==> config.mk <==
export PLATFORM = sky130hd
export DESIGN_NAME = demux_1x4
export DESIGN_NICKNAME = d
export VERILOG_FILES = /design/src/rtl/demux_1x4.sv
export SDC_FILE = /design/constraint.sdc
export NUM_CORES = 1
export LEC_CHECK = 0
export ABC_AREA = 1
export CORE_AREA = 2 2 39 41
export DETAILED_ROUTE_END_ITERATION = 10
export DIE_AREA = 0 0 41 43
export GPL_ROUTABILITY_DRIVEN = 0
export PLACE_DENSITY_LB_ADDON = 0.05
export SLEW_MARGIN = 20
export SYNTH_ARGS = -nofsm -noshare
export SYNTH_HDL_FRONTEND = slang
export SYNTH_SLANG_ARGS = --single-unit
==> constraint.sdc <==
create_clock -name clk -period 1.8 [get_ports clk]
set_input_delay 0.18 -clock clk [delete_from_list [all_inputs] [get_ports clk]]
set_output_delay 0.18 -clock clk [all_outputs]
set_load 0.02 [all_outputs]
==> src/rtl/demux_1x4.sv <==
// ---------------------------------------------------------------------------
// demux_1x4
//   1-to-4 demultiplexer with enable and a registered lane bus.
//   The data word y is steered to the lane chosen by s. All other lanes are
//   held at zero. With e low, every lane is zero. The lane bus is a plain
//   register, so consumers see a clean, glitch-free value one cycle after
//   (s, e, y) are sampled.
//
// Ports
//   i    out  4*DATA_W  lane bus; lane k = i[k*DATA_W +: DATA_W]
//   s    in   2         lane select (0..3); s=k drives lane k
//   e    in   1         enable, active-high
//   y    in   DATA_W    data word to route
//   clk  in   1         rising-edge clock
//   rst  in   1         synchronous reset, active-high; clears every lane
// ---------------------------------------------------------------------------
module demux_1x4 #(
    parameter int DATA_W = 1
) (
    output logic [4*DATA_W-1:0] i,
    input  logic [1:0]          s,
    input  logic                e,
    input  logic [DATA_W-1:0]   y,
    input  logic                clk,
    input  logic                rst
);

    logic [4*DATA_W-1:0] i_d;
    logic [4*DATA_W-1:0] i_q;

    // Next lane bus is rebuilt from zero every cycle. Because of this, the
    // previously selected lane clears in the same cycle that a new lane is
    // loaded, and no lane can hold a stale value.
    always_comb begin
        i_d = '0;
        if (e) begin
            case (s)
                2'd0:    i_d[0*DATA_W +: DATA_W] = y;
                2'd1:    i_d[1*DATA_W +: DATA_W] = y;
                2'd2:    i_d[2*DATA_W +: DATA_W] = y;
                default: i_d[3*DATA_W +: DATA_W] = y;
            endcase
        end
    end

    always_ff @(posedge clk) begin
        if (rst) begin
            i_q <= '0;
        end else begin
            i_q <= i_d;
        end
    end

    assign i = i_q;

endmodule

==> impl_metrics.env <==
export IMPL_muxShareOfSynthArea_pct=0
export IMPL_htree_levels=1
export IMPL_worst_path_buf_inv=1
export IMPL_final_hold_violation_count=0
export IMPL_drc=0
export IMPL_die_w_um=41
export IMPL_clk_path_buf_depth=2
export IMPL_cp_required_ns=1.62
export IMPL_initialDrtViolationCount=0
export IMPL_fmax_mhz=770
export IMPL_synthFlopType="dfxtp_1"
export IMPL_end_kind="primary output"
export IMPL_yosysWarnings=0
export IMPL_ys_seq_area_share_pct=46.4
export IMPL_grt_use_total_pct=4.71
export IMPL_crit_path_start_kind="flop"
export IMPL_fin_nets=43
export IMPL_synth_area_sq_um=173
export IMPL_p_leak_nw=0.144
export IMPL_grt_pass1_vias=122
export IMPL_synthAdderAreaFrac_pct=21.7
export IMPL_cts_resized=0
export IMPL_maxCapViolCount=0
export IMPL_nFillCells=162
export IMPL_seqCellArea_sq_um=80.1
export IMPL_syn_inst=20
export IMPL_synth_cell_types=6
export IMPL_worstSetupPathType="flop to primary output"
export IMPL_syn_to_final_growth_pct=76.8
export IMPL_clock_sinks=4
export IMPL_die_area_sq_um=1760
export IMPL_synth_top_family_by_area="adder cells"
export IMPL_worst_path_stages=1
export IMPL_worstPathCellList="clkdlybuf4s50_1"
export IMPL_fin_util_pct=22.1
export IMPL_synth_seq_cells=4
export IMPL_synthSimpleGateAreaFrac_pct=16.7
export IMPL_power_density_nw_per_um2=735
export IMPL_dp_cells=45
export IMPL_finalMaxSlewViolations=0
export IMPL_antenna_cells=0
export IMPL_fin_cells=48
export IMPL_die_h_um=43
export IMPL_worst_slew_pin_slew_ns=0.212
export IMPL_antenna_found_initial=0
export IMPL_routed_wl_um=293
export IMPL_rsz0062_at_grt="false"
export IMPL_cp_endpoint="i[3]"
export IMPL_ios=10
export IMPL_cts_setup_buffers=0
export IMPL_drive_gt1_share_pct=12.5
export IMPL_fin_crit_sh_pct=72.1
export IMPL_numCtsBuffers=3
export IMPL_setup_tns_ns=0
export IMPL_syn_num_nets=29
export IMPL_postSynth_asyncResetShare_pct=0
export IMPL_synth_xor_area_share_pct=0
export IMPL_crit_family="buffers and inverters"
export IMPL_holdWs_ns=0.559
export IMPL_synth_edf_count=0
export IMPL_synth_most_common_cell="inv_1"
export IMPL_rows=14
export IMPL_ir_drop_mv=0.109
export IMPL_portBuffers=9
export IMPL_outcome="completed"
export IMPL_dr_pass1_iters=1
export IMPL_largest_register_ffs=4
export IMPL_cts_tree="built"
export IMPL_critical_path_max_stage_delay_ns=0.59
export IMPL_postCtsHoldBufs=0
export IMPL_multi_input_area_sq_um=66.3
export IMPL_avgSynthCellArea_sq_um=8.63
export IMPL_num_vias=142
export IMPL_hold_path_class="input port to flop"
export IMPL_synth_compound_area_share_pct=0
export IMPL_synth_area_top_cells="dfxtp_1 (46%), ha_1 (22%), inv_1 (15%)"
export IMPL_overflow=0
export IMPL_clk_pin_slew_ns=0.03
export IMPL_cts_root_buf="clkbuf_4"
export IMPL_slowest_stage="clkdlybuf4s50_1"
export IMPL_ys_top_cells_by_count="inv_1 (7), dfxtp_1 (4), nor2_1 (4), ha_1 (3)"
export IMPL_slew_headroom_pct=85.8
export IMPL_ant_nets=0
export IMPL_setup_viol=0
export IMPL_arrival_ns=1.12
export IMPL_fin_crit_ns=1.30
export IMPL_startpoint="i[3]"
export IMPL_avgViaCountPerCell=2.96
export IMPL_grt_max_degree=5
export IMPL_grt_pass1_wl_um=462
export IMPL_initial_core_util_pct=12.5
export IMPL_synth_top_area_share_pct=46.4
export IMPL_wl_per_cell_um=6.10
export IMPL_yosys_area_top_type="dfxtp_1"
export IMPL_critical_path_peak_fanout=1
export IMPL_core_area_sq_um=1380
[routing by layer]
metal	routed length [um]	global-route usage (%)	up-vias
met5	0	0	-
met4	0	10.0	0
met3	45	1.57	0
met2	146	5.63	7
met1	101	3.53	56
li1	-	-	79
[metrics by stage]
step | instance area, sq um | setup WS [ns] | power, mW
finish | 305 | 0.502 | 0.224
global route | 305 | 0.448 | 0.238
CTS | 305 | 0.486 | 0.232
detailed placement | 283 | 0.526 | 0.121
global placement | 283 | 0.531 | 0.121
floorplan | 173 | 1.09 | 0.104
[how the worst min path moves through the flow]
stage | depth (start not counted) | from | end
2_1_floorplan | 2 | e | i[1]
3_3_place_gp | 3 | y | i[1]
3_5_place_dp | 3 | y | i[3]
4_1_cts | 3 | y | i[3]
5_1_grt | 3 | y | i[3]
6_report | 3 | y | i[3]
[area by class of cell]
type,count,area share [%]
Clock buffer,3,7.38
Inverter,7,8.61
Multi-Input combinational cell,9,21.7
Sequential cell,4,26.2
Tap cell,16,6.56
Timing Repair Buffer,9,29.5
[cell families (layout without fill, tap and decap cells)]
logic type | Yosys count | count (layout)
buffers and inverters | 7 | 19
and+or+nand+nor | 6 | 6
adders and majority gates | 3 | 3
DFF | 4 | 4
[layout by cell type (no fill, tap or decap)]
cell type / instances
inv_1: 7
ha_1: 3
dfxtp_1: 4
clkdlybuf4s50_1: 9
clkbuf_4: 3
nor2_1: 4
nand2_1: 1
nand3_2: 1
[report_power, final]
group | internal, mW | switching (mW) | leakage (nW) | total (mW)
sequential | 0.0910 | 0.000388 | 0.0324 | 0.0914
combinational | 0.0163 | 0.0115 | 0.0975 | 0.0278
clock | 0.0742 | 0.0310 | 0.0138 | 0.105
Note: power is estimated with default switching activity, not from simulation.
